## src/rtl/rx_state_machine.sv

```systemverilog
// UART receive state machine: synchronises the Rx line, frames LSB-first
// bytes on external mid-bit strobes and flags framing and overrun errors.
module rx_state_machine #(
    parameter int DATA_BITS = 8
) (
    input  logic                 clk,
    input  logic                 reset_n,
    input  logic                 serial_in,
    input  logic                 sampling_strobe,
    output logic                 start_detected,
    output logic [DATA_BITS-1:0] rx_data,
    output logic                 rx_valid,
    input  logic                 rx_ready,
    output logic                 framing_error,
    output logic                 overrun_error
);

    localparam int CW = $clog2(DATA_BITS + 1);

    typedef enum logic [1:0] {
        IDLE,
        START,
        DATA,
        STOP
    } state_t;

    state_t state, state_nx;

    logic                 sync1, rx_s, rx_s_d;
    logic [2:0]           prime;
    logic                 fall;
    logic [DATA_BITS-1:0] shreg, shreg_nx, data_nx;
    logic [CW-1:0]        cnt, cnt_nx;
    logic                 valid_nx, sd_nx, fe_nx, oe_nx;

    always_ff @(posedge clk or negedge reset_n) begin
        if (!reset_n) begin
            sync1  <= 1'b1;
            rx_s   <= 1'b1;
            rx_s_d <= 1'b1;
            prime  <= '0;
        end else begin
            sync1  <= serial_in;
            rx_s   <= sync1;
            rx_s_d <= rx_s;
            prime  <= {prime[1:0], 1'b1};
        end
    end

    // Edges only count once the pipe holds real samples, so a line that
    // is already low when reset releases is not mistaken for a start bit.
    assign fall = prime[2] && rx_s_d && !rx_s;

    always_comb begin
        state_nx = state;
        shreg_nx = shreg;
        cnt_nx   = cnt;
        data_nx  = rx_data;
        valid_nx = rx_valid && !rx_ready;
        sd_nx    = 1'b0;
        fe_nx    = 1'b0;
        oe_nx    = 1'b0;
        unique case (state)
            IDLE: begin
                if (fall) begin
                    sd_nx    = 1'b1;
                    state_nx = START;
                end
            end
            START: begin
                if (sampling_strobe) begin
                    if (!rx_s) begin
                        state_nx = DATA;
                        cnt_nx   = '0;
                    end else begin
                        state_nx = IDLE;
                    end
                end
            end
            DATA: begin
                if (sampling_strobe) begin
                    shreg_nx = DATA_BITS'({rx_s, shreg} >> 1);
                    cnt_nx   = cnt + CW'(1);
                    if (cnt == CW'(DATA_BITS - 1)) begin
                        state_nx = STOP;
                    end
                end
            end
            STOP: begin
                if (sampling_strobe) begin
                    state_nx = IDLE;
                    if (!rx_s) begin
                        fe_nx = 1'b1;
                    end else if (!rx_valid || rx_ready) begin
                        data_nx  = shreg;
                        valid_nx = 1'b1;
                    end else begin
                        oe_nx = 1'b1;
                    end
                end
            end
            default: state_nx = IDLE;
        endcase
    end

    always_ff @(posedge clk or negedge reset_n) begin
        if (!reset_n) begin
            state          <= IDLE;
            shreg          <= '0;
            cnt            <= '0;
            rx_data        <= '0;
            rx_valid       <= 1'b0;
            start_detected <= 1'b0;
            framing_error  <= 1'b0;
            overrun_error  <= 1'b0;
        end else begin
            state          <= state_nx;
            shreg          <= shreg_nx;
            cnt            <= cnt_nx;
            rx_data        <= data_nx;
            rx_valid       <= valid_nx;
            start_detected <= sd_nx;
            framing_error  <= fe_nx;
            overrun_error  <= oe_nx;
        end
    end

endmodule

```

## config.mk

```make
export PLATFORM = sky130hd
export DESIGN_NAME = rx_state_machine
export DESIGN_NICKNAME = d
export VERILOG_FILES = /design/src/rtl/rx_state_machine.sv
export SDC_FILE = /design/constraint.sdc
export NUM_CORES = 1
export LEC_CHECK = 0
export CORE_MARGIN = 2
export CORE_UTILIZATION = 55
export CTS_CLUSTER_SIZE = 8
export DETAILED_ROUTE_END_ITERATION = 6
export DONT_BUFFER_PORTS = 1
export GPL_TIMING_DRIVEN = 0
export PLACE_DENSITY = 0.75
export SYNTH_ARGS = -nofsm -noshare
export SYNTH_HDL_FRONTEND = slang
export SYNTH_SLANG_ARGS = --single-unit
```

## constraint.sdc

```tcl
create_clock -name clk -period 2.8 [get_ports clk]
set_input_delay 0.28 -clock clk [delete_from_list [all_inputs] [get_ports clk]]
set_output_delay 0.28 -clock clk [all_outputs]
set_load 0.01 [all_outputs]
```

==> results by stage, run 1 <==
Yosys:
- The compound-gate portion of the synthesized area is 6.393%.
- The synthesized design devotes to its leading area cell type 55.34% of total area.
- The synthesized netlist devotes 0% of its cell area to XOR and XNOR gates.
- Synthesis inferred 32 register bits.
- The biggest area contributor in the post-synthesis netlist is sky130_fd_sc_hd__dfrtp_1.
- Dividing the synthesized area by the synthesized cell count gives 15.25 um2.
- Of the post-synthesis cell area, the part taken by muxes is 18.89%.
- The sequential fraction of the synthesis area is 61.35%.
- The cell area after synthesis is 1311 um2.
- After Yosys synthesis, and, or, nand and nor cells account for 9.256% of the synthesized area.
- Among all flip-flop cells after synthesis, the most frequent one is sky130_fd_sc_hd__dfrtp_1.
- Yosys instantiated no cell more often than sky130_fd_sc_hd__dfrtp_1.
- The number of nets produced by synthesis is 92.
- The unique cell type count in the Yosys netlist is 26.
- The proportion of synthesized flip-flops having asynchronous set or reset is 100.0%.
- For this run, the number of Yosys warnings is 0.
- The main combinational cell family by area after synthesis is multiplexers.
- Counting flops with a built-in enable in the synthesized netlist gives 0.
- Synthesis produced a netlist whose cell count is 86.
- Ranked by instance count, the synthesized netlist is headed by 29 x sky130_fd_sc_hd__dfrtp_1, 15 x sky130_fd_sc_hd__mux2_4, 6 x sky130_fd_sc_hd__nor2_1, 5 x sky130_fd_sc_hd__nand2_1.
- Of the total synthesized cell area, the portion taken by full adders, half adders and majority gates is 0.9542%.
- In the post-synthesis netlist, the biggest area contributors are sky130_fd_sc_hd__dfrtp_1 55%, sky130_fd_sc_hd__mux2_4 17%, sky130_fd_sc_hd__dfstp_2 6.0%, sky130_fd_sc_hd__buf_6 2.6%, sky130_fd_sc_hd__a221oi_2 2.3%.

Global routing:
- The first global-routing pass estimated 3360 um of wire.
- The maximum number of pins on one net before global-route repair is 33.
- The initial antenna violation count is 0.
- The total overflow left after global routing is 0.
- The via count of the first global-routing pass came to 717.
- In the global route stage, overall resource usage came out at 18.54%.

Setup path:
- The number of cells on the worst reg-to-reg path is 4.
- The worst register-to-register path ends at rx_data[3]$_DFFE_PN0P_.
- The category of the critical setup timing path is reg2reg.
- STA classifies the critical path endpoint as a register.
- For flop-to-flop paths, the worst setup slack is 1240 ps.
- The highest net fanout along the worst path is 8.
- For the worst setup path, the data arrival time is 1780 ps.
- The startpoint type of the worst setup path is a register.
- The startpoint identified for the worst register-to-register timing path is rx_s$_DFF_PN1_.
- The critical path required time is 3020 ps.

Power and ir drop:
- The proportion of total power due to net switching is 31.25%.
- The net switching power figure is 435.7 uW.
- The total power after layout is 1.394 mW.
- The share of total power dissipated in combinational logic is 27.7%.
- The sequential share of power is 53.0%.
- The cell-internal power is 958.7 uW.
- The power per standard cell area is 963.2 nW/um2.
- The maximum VDD drop is 0.5247 mV.
- The clock power share is 19.3%.
- Summed over all cells, the static leakage comes to 0.6841 nW.

Worst hold path:
- The cell count of the worst hold path is 2.
- For hold timing, the worst endpoint is framing_error$_DFF_PN0_.
- In this run the most critical hold path is launched from sampling_strobe.
- The path type of the worst min-delay path is in2reg.

Placement:
- At the end of routability-driven placement, the weighted congestion stood at 0.6885.
- The total placed instance area is 1346 um2.
- Detailed placement ended at an HPWL of 1338 um.
- The number of buffers inserted by port buffering is 0.

Cells and area:
- The proportion of layout cells with a drive suffix above 1 is 37.11%.
- The final core utilization is 64.82%.
- Once layout is done, the placed cells without fillers occupy 1448 um2.
- After filler insertion, the fill cell instance count of the layout stands at 160.
- 0 antenna diodes ended up in the layout.
- The layout overhead on the synthesized area is 10.40%.
- The number of nets at the end of the flow is 102.

Floorplan:
- The boundary pin count is 17.
- The total number of placement rows is 17.
- The floorplan step set the die width to 52.83 um.
- The die is 52.83 um tall.
- In this run the standard cell core region covers 2233 um2.
- The floorplan step defined a die boundary enclosing 2790 um2.
- For this configuration, the core starts out at a cell density of 58.71%.

STA:
- The final count of hold timing violations is 0.
- The clock period minus worst slack is 1560 ps.
- The number of setup violations in the final report is 0.
- In the final timing run, aggregate negative setup slack is 0 ps.
- The part of the cycle the worst path needs is 55.71%.
- The final worst clock skew is 8.923 ps.
- The number of slew-limit violations in the final report came to 0.
- Timing would allow up to 0.6410 GHz.
- Setup repair after global routing left no endpoint under its margin.
- The worst hold margin is 68.51 ps.

Clocking:
- The clock tree root driver cell is sky130_fd_sc_hd__clkbuf_4.
- The level count of the clock H-tree is 2.
- The clock tree buffer depth is 2.
- The CTS clock-pin slew for the worst setup and hold paths is 100 ps.
- The TritonCTS buffer count is 5.
- The clock reaches the later pin of the worst-skew pair after 330 ps.
- TritonCTS built the clock tree.
- The tree built by TritonCTS fans out to 32 sinks.
- The number of setup buffers added after CTS is 0.

Detailed routing:
- The per-cell routed wire length is 16.31 um.
- The routed layout has 703 vias.
- The routed wire length is 2039 um.
- The post-route DRC violation count is 0.
- The DRC marker count from the first detailed-route iteration is 5.
- The number of antenna-violating nets in the routed design is 0.
- The first-pass iteration count of the detailed router is 2.
- Dividing the detail-routed via count by the number of cells gives 5.624.

Run status:
- The run finished with clean final reports.

Flow run:
- Max-cap violations in this run came to 0.
registers in the layout, summed over array words and instances, names as in the netlist, named ones only:
name            flops
state               1
rx_data             8
overrun_error       1
rx_valid            1
sync1               1
rx_s_d              1
prime               3
start_detected      1
rx_s                1
cnt                 4
framing_error       1
shreg               8
worst max-delay path, stage by stage (launching register included):
cell	delay, ps
sky130_fd_sc_hd__dfstp_2	590
sky130_fd_sc_hd__nand4_1	190
sky130_fd_sc_hd__nor2b_2	180
sky130_fd_sc_hd__buf_6	180
sky130_fd_sc_hd__mux2_4	310
cell usage in the layout, fill, tap and decap left out:
master,n
sky130_fd_sc_hd__buf_12,1
sky130_fd_sc_hd__nand4b_1,1
sky130_fd_sc_hd__a211oi_1,1
sky130_fd_sc_hd__nor2b_2,1
sky130_fd_sc_hd__a21boi_1,2
sky130_fd_sc_hd__a311oi_2,1
sky130_fd_sc_hd__and3_1,2
sky130_fd_sc_hd__dfrtp_1,29
sky130_fd_sc_hd__and3b_4,1
sky130_fd_sc_hd__and2_1,1
sky130_fd_sc_hd__buf_6,3
sky130_fd_sc_hd__or3b_1,1
sky130_fd_sc_hd__nand4_1,1
sky130_fd_sc_hd__clkbuf_4,5
sky130_fd_sc_hd__nor2_1,6
sky130_fd_sc_hd__dfstp_2,3
sky130_fd_sc_hd__nand3_1,2
sky130_fd_sc_hd__ha_1,1
sky130_fd_sc_hd__nand2_1,5
sky130_fd_sc_hd__clkbuf_8,1
sky130_fd_sc_hd__clkinv_2,2
sky130_fd_sc_hd__conb_1,1
sky130_fd_sc_hd__mux2_1,1
sky130_fd_sc_hd__dlygate4sd3_1,2
sky130_fd_sc_hd__a21oi_1,2
sky130_fd_sc_hd__a221oi_2,2
sky130_fd_sc_hd__inv_1,1
sky130_fd_sc_hd__a31oi_1,1
sky130_fd_sc_hd__mux2_2,1
sky130_fd_sc_hd__nand2b_1,1
sky130_fd_sc_hd__mux2_4,15
cells by family (layout without fill, tap and decap cells):
family	Yosys count	count (layout)
simple gates	22	22
mux	17	17
fa+ha+maj	1	1
compound gates	9	9
flops	32	32
other cells	1	1
buf+inv	4	15
final cells by class:
class                      count  area (um2)  area share [%]
clock buffer                   6       51.30           3.544
multi-input combinational     50       469.2           32.41
tap                           28       35.03           2.420
inverter                       1       3.754          0.2593
sequential                    32       804.5           55.57
buffer                         3       33.78           2.334
timing repair buffer           3       40.04           2.766
clock inverter                 2       10.01          0.6914
worst max-delay path by stage:
stage,start,to,cells after the start
after CTS,rx_s$_DFF_PN1_,rx_data[3]$_DFFE_PN0P_,4
after detailed placement,rx_s$_DFF_PN1_,rx_data[3]$_DFFE_PN0P_,4
after global routing,rx_s$_DFF_PN1_,rx_data[7]$_DFFE_PN0P_,4
final,rx_s$_DFF_PN1_,rx_data[3]$_DFFE_PN0P_,4
after floorplan,rx_s$_DFF_PN1_,rx_data[0]$_DFFE_PN0P_,4
after global placement,rx_s$_DFF_PN1_,rx_data[4]$_DFFE_PN0P_,4
metal layers:
metal / GRT usage (%) / up-vias / share of wire, %
met5: 0 / - / 0
met4: 12.39 / 0 / 2.8
met3: 8.000 / 9 / 4.4
met2: 27.50 / 18 / 48
met1: 21.61 / 351 / 45
li1: - / 325 / -
through the flow:
stage	instances	worst slack, ps
detailed placement	114	1245
finish	125	1240
global route	125	1164
CTS	125	1231
global placement	114	1306
floorplan	86	1406
power by group through the flow:
stage | Clock [mW] | Sequential, mW | Combinational [mW]
5_1_grt | 0.303 | 0.755 | 0.424
3_3_place_gp | 0 | 0.736 | 0.358
4_1_cts | 0.278 | 0.739 | 0.391
3_5_place_dp | 0 | 0.746 | 0.370
2_1_floorplan | 0 | 0.711 | 0.332
6_report | 0.270 | 0.739 | 0.386
timing repair:
action                                 4_1_cts  5_1_grt
endpoints found under the hold margin       33        0
resized for setup                            0        0
hold buffers                                 3        0
Note: power is estimated with default switching activity, not from simulation.
==> run 2, diff against run 1 <==
--- a/config.mk
+++ b/config.mk
@@ -5,13 +5,14 @@
 export SDC_FILE = /design/constraint.sdc
 export NUM_CORES = 1
 export LEC_CHECK = 0
+export ABC_AREA = 1
 export CORE_MARGIN = 2
-export CORE_UTILIZATION = 55
+export CORE_UTILIZATION = 54
 export CTS_CLUSTER_SIZE = 8
 export DETAILED_ROUTE_END_ITERATION = 6
 export DONT_BUFFER_PORTS = 1
 export GPL_TIMING_DRIVEN = 0
-export PLACE_DENSITY = 0.75
+export PLACE_DENSITY = 0.77
 export SYNTH_ARGS = -nofsm -noshare
 export SYNTH_HDL_FRONTEND = slang
 export SYNTH_SLANG_ARGS = --single-unit
==> constraint.sdc (replaced) <==
create_clock -name clk -period 1.3 [get_ports clk]
set_input_delay 0.13 -clock clk [delete_from_list [all_inputs] [get_ports clk]]
set_output_delay 0.13 -clock clk [all_outputs]
set_load 0.01 [all_outputs]
==> run 2 against run 1 <==
Die area shrank 1.2%. Routed wire length grew 13%. Clock power rose by 96%. Synthesized cell count is 45% higher. Sequential share of layout area increased by 1.8 points. Critical path depth rose by 2. Synthesized area down 3.1%. Non-clock buffer count unchanged. Combinational power grew 61%. Largest cell class unchanged. Highest routed layer unchanged.
==> results by stage, run 2 <==
Run status:
- Result of the run: completed (unchanged).

Placement:
- The number of buffers inserted by port buffering is 0 (unchanged).
- The total placed instance area was 1305 um2 (was 1346 um2).
- The routability congestion estimate from global placement came to 0.7772 (was 0.6885).
- The post-detailed-placement half-perimeter wirelength is 1566 um (was 1338 um).
- The cell total after placement is 153 (was 114).

Cells and area:
- The number of nets at the end of the flow is 141 (was 102).
- The proportion of layout cells with a drive suffix above 1 was 21.32% (was 37.11%).
- The antenna diode count was 0 (unchanged).
- Highest-count cells in the layout ignoring fill and taps: 30 x sky130_fd_sc_hd__nand2_1, 28 x sky130_fd_sc_hd__dfrtp_1, 16 x sky130_fd_sc_hd__inv_1, 13 x sky130_fd_sc_hd__o21ai_0, 8 x sky130_fd_sc_hd__o21ai_2 (was 29 x sky130_fd_sc_hd__dfrtp_1, 15 x sky130_fd_sc_hd__mux2_4, 6 x sky130_fd_sc_hd__nor2_1, 5 x sky130_fd_sc_hd__nand2_1, 5 x sky130_fd_sc_hd__clkbuf_4).
- The area of all placed cells without fillers came to 1404 um2 (was 1448 um2).
- The layout overhead on the synthesized area was 10.54% (was 10.40%).
- The final core utilization is 63.46% (was 64.82%).
- The most frequent standard cell in the layout excluding fill and tap cells is sky130_fd_sc_hd__nand2_1 (was sky130_fd_sc_hd__dfrtp_1).
- The filler-free cell count of the finished design is 164 (was 125).
- Largest registers: rx_data (8), shreg (8), cnt (4) (unchanged).
- The fill cell instance count of the final layout is 192 (was 160).

Global routing:
- The initial antenna violation count was 0 (unchanged).
- The via count of the first global-routing pass came to 948 (was 717).
- The overall fraction of global-route tracks in use is 21.09% (was 18.54%).
- The overflow left after global routing is 0 (unchanged).
- The maximum number of pins on one net before global-route repair came to 33 (unchanged).
- The global-route wire length before repair is 4015 um (was 3360 um).

Setup path:
- The signal arrival time at the worst endpoint is 1430 ps (was 1780 ps).
- The library cell contributing the largest single delay on the critical path is sky130_fd_sc_hd__dfrtp_1 (was sky130_fd_sc_hd__dfstp_2).
- The worst-case reg-to-reg path depth is 6 (was 4).
- The startpoint type of the worst setup path was a register (unchanged).
- The worst reg-to-reg setup slack is 60 ps (was 1240 ps).
- The critical path required time is 1490 ps (was 3020 ps).
- The highest net fanout along the worst path is 10 (was 8).
- The delay of the slowest cell on the worst path is 410 ps (was 590 ps).
- Cell Chain, Critical Path: inv_1, nor2_2, nand2_2, buf_4, nand3_1, o21ai_0 (was nand4_1, nor2b_2, buf_6, mux2_4).
- The category of the critical setup timing path is reg2reg (unchanged).
- The endpoint of the worst-slack reg-to-reg timing path is cnt[3]$_DFFE_PN0P_ (was rx_data[3]$_DFFE_PN0P_).
- The critical path endpoint category is a register (unchanged).

STA:
- The maximum operating frequency is 0.8040 GHz (was 0.6410 GHz).
- The final worst clock skew is 11.92 ps (was 8.923 ps).
- The number of setup violations in the final report is 0 (unchanged).
- The part of the cycle the worst path needs was 95.68% (was 55.71%).
- The setup TNS is 0 ps (unchanged).
- The number of slew-limit violations in the final report is 0 (unchanged).
- The clock period minus worst slack is 1244 ps (was 1560 ps).
- The final count of hold timing violations is 0 (unchanged).

Clocking:
- The clock tree from TritonCTS is built (unchanged).
- The level count of the clock H-tree came to 2 (unchanged).
- The clock tree root driver cell was sky130_fd_sc_hd__clkbuf_4 (unchanged).
- The CTS clock-pin slew for the worst setup and hold paths is 90 ps (was 100 ps).
- The TritonCTS sink count was 32 (unchanged).
- The clock tree buffer depth is 2 (unchanged).
- The TritonCTS buffer count is 5 (unchanged).
- The number of buffers inserted to repair setup after CTS was 0 (unchanged).
- The worst-skew pair later-pin latency came to 330 ps (about the same).

Worst hold path:
- The path type of the worst min-delay path was in2reg (unchanged).
- The endpoint of the worst hold-timing path is framing_error$_DFF_PN0_ (unchanged).
- The cell count of the worst hold path is 2 (unchanged).
- The start point of the worst hold path is sampling_strobe (unchanged).

Floorplan:
- The total number of placement rows came to 17 (unchanged).
- The full die area is 2756 um2 (was 2790 um2).
- The total core area is 2212 um2 (was 2233 um2).
- The overall die height was 52.50 um (was 52.83 um).
- The die span in x is 52.50 um (was 52.83 um).
- The boundary pin count was 17 (unchanged).
- The starting density of the core is 57.41% (was 58.71%).

Detailed routing:
- The DRC marker count from the first detailed-route iteration came to 10 (was 5).
- The post-route DRC violation count came to 0 (unchanged).
- The number of antenna-violating nets in the routed design is 0 (unchanged).
- The per-cell routed wire length is 14.00 um (was 16.31 um).
- The first-pass iteration count of the detailed router is 4 (was 2).
- The routed wire length is 2296 um (was 2039 um).
- The per-cell via count in the routed design is 5.232 (was 5.624).
- The total number of vias is 858 (was 703).

Yosys:
- The number of flops mapped to enable cells by yosys is 0 (unchanged).
- The instance count of the mapped netlist is 125 (was 86).
- The unique cell type count in the Yosys netlist is 18 (was 26).
- The average cell area after synthesis came to 10.16 um2 (was 15.25 um2).
- The sequential fraction of the synthesis area is 63.35% (was 61.35%).
- The proportion of synthesized flip-flops having asynchronous set or reset is 100.0% (unchanged).
- Biggest area contributors in the synthesized netlist: sky130_fd_sc_hd__dfrtp_1 57%, sky130_fd_sc_hd__nand2_1 9.2%, sky130_fd_sc_hd__dfstp_2 6.2%, sky130_fd_sc_hd__o21ai_0 5.5%, sky130_fd_sc_hd__o21ai_2 5.5% (was sky130_fd_sc_hd__dfrtp_1 55%, sky130_fd_sc_hd__mux2_4 17%, sky130_fd_sc_hd__dfstp_2 6.0%, sky130_fd_sc_hd__buf_6 2.6%, sky130_fd_sc_hd__a221oi_2 2.3%).
- The number of nets produced by synthesis was 131 (was 92).
- The most used flip-flop cell after synthesis is sky130_fd_sc_hd__dfrtp_1 (unchanged).
- The cell area after synthesis came to 1270 um2 (was 1311 um2).
- List of most frequent post-synthesis cells: 31 x sky130_fd_sc_hd__nand2_1, 29 x sky130_fd_sc_hd__dfrtp_1, 16 x sky130_fd_sc_hd__inv_1, 14 x sky130_fd_sc_hd__o21ai_0, 8 x sky130_fd_sc_hd__o21ai_2 (was 29 x sky130_fd_sc_hd__dfrtp_1, 15 x sky130_fd_sc_hd__mux2_4, 6 x sky130_fd_sc_hd__nor2_1, 5 x sky130_fd_sc_hd__nand2_1).
- The area fraction of the dominant cell type after synthesis is 57.14% (was 55.34%).
- The most frequently used cell type in the post-synthesis netlist is sky130_fd_sc_hd__nand2_1 (was sky130_fd_sc_hd__dfrtp_1).
- The number of warning messages in the yosys log is 0 (unchanged).
- The flip-flop and latch count after synthesis is 32 (unchanged).
- The top cell type by total area after synthesis is sky130_fd_sc_hd__dfrtp_1 (unchanged).

Power and ir drop:
- The maximum VDD drop came to 1.203 mV (was 0.5247 mV).
- The standby leakage power is 0.6750 nW (was 0.6841 nW).
- The power per standard cell area is 1879 nW/um2 (was 963.2 nW/um2).

Flow run:
- The max-capacitance violation count is 0 (unchanged).
==> run 2: metrics by stage <==
step | total power, mW | hold WS (ps) | worst slack [ps]
2_1_floorplan | 1.920 | -165.6 | 224.9
3_3_place_gp | 2.021 | -165.0 | 114.3
3_5_place_dp | 2.077 | -164.9 | 58.15
4_1_cts | 2.643 | 5.633 | 18.61
5_1_grt | 2.830 | 22.01 | -9.310
6_report | 2.638 | 19.02 | 56.14
==> run 2: what timing repair did <==
action / CTS / global route
setup endpoints to repair: 0 / 11
hold endpoints to repair: 33 / 0
resized for setup: 0 / 7
hold buffers: 3 / 0
==> run 2: metal layers <==
metal | up-vias | share of wire, % | track usage, % | routed length (um)
li1 | 414 | - | - | -
met1 | 418 | 39 | 20.19 | 884
met2 | 20 | 54 | 38.75 | 1250
met3 | 6 | 5.2 | 8.571 | 120
met4 | 0 | 1.7 | 9.402 | 40
met5 | - | 0 | 0 | 0
==> run 2: final cells by class <==
type / instances / area, um2 / share of cell area (%)
plain buffers: 3 / 23.77 / 1.693
repair buffers: 3 / 40.04 / 2.852
flip-flops and latches: 32 / 805.8 / 57.40
well taps: 28 / 35.03 / 2.496
clock buffers: 7 / 45.04 / 3.209
clock inverters: 1 / 5.005 / 0.3565
multi-input cells: 74 / 389.1 / 27.72
inverters: 16 / 60.06 / 4.278
==> run 2: kinds of logic after synthesis <==
| logic type | Yosys count | synth area share [%] |
|---|---|---|
| buffers and inverters | 19 | 6.403 |
| flip-flops | 32 | 63.35 |
| AND/OR/NAND/NOR | 50 | 17.93 |
| other | 1 | 0.2953 |
| AO/OA/AOI/OAI | 22 | 11.03 |
| adder cells (fa/ha/maj) | 1 | 0.9851 |
==> run 2: worst max-delay path: cells and delay by family (launching register included) <==
family          cells  cell delay, ps
compound gates      1             130
buf+inv             2             270
flops               1             410
simple gates        3             310
==> run 2: how the worst max path moves through the flow <==
stage	start	end	slack, ps
6_report	register	cnt[3]$_DFFE_PN0P_	60
5_1_grt	register	cnt[3]$_DFFE_PN0P_	-9
4_1_cts	state[0]$_DFFE_PN0P_	cnt[3]$_DFFE_PN0P_	20
3_5_place_dp	state[0]$_DFFE_PN0P_	cnt[3]$_DFFE_PN0P_	60
3_3_place_gp	state[0]$_DFFE_PN0P_	cnt[2]$_DFFE_PN0P_	110
2_1_floorplan	state[0]$_DFFE_PN0P_	rx_data[1]$_DFFE_PN0P_	220
==> run 2: report_power, final <==
part           total [mW]  switching (mW)  internal [mW]
combinational       0.622           0.392          0.230
sequential           1.49           0.233           1.25
clock               0.529           0.318          0.210
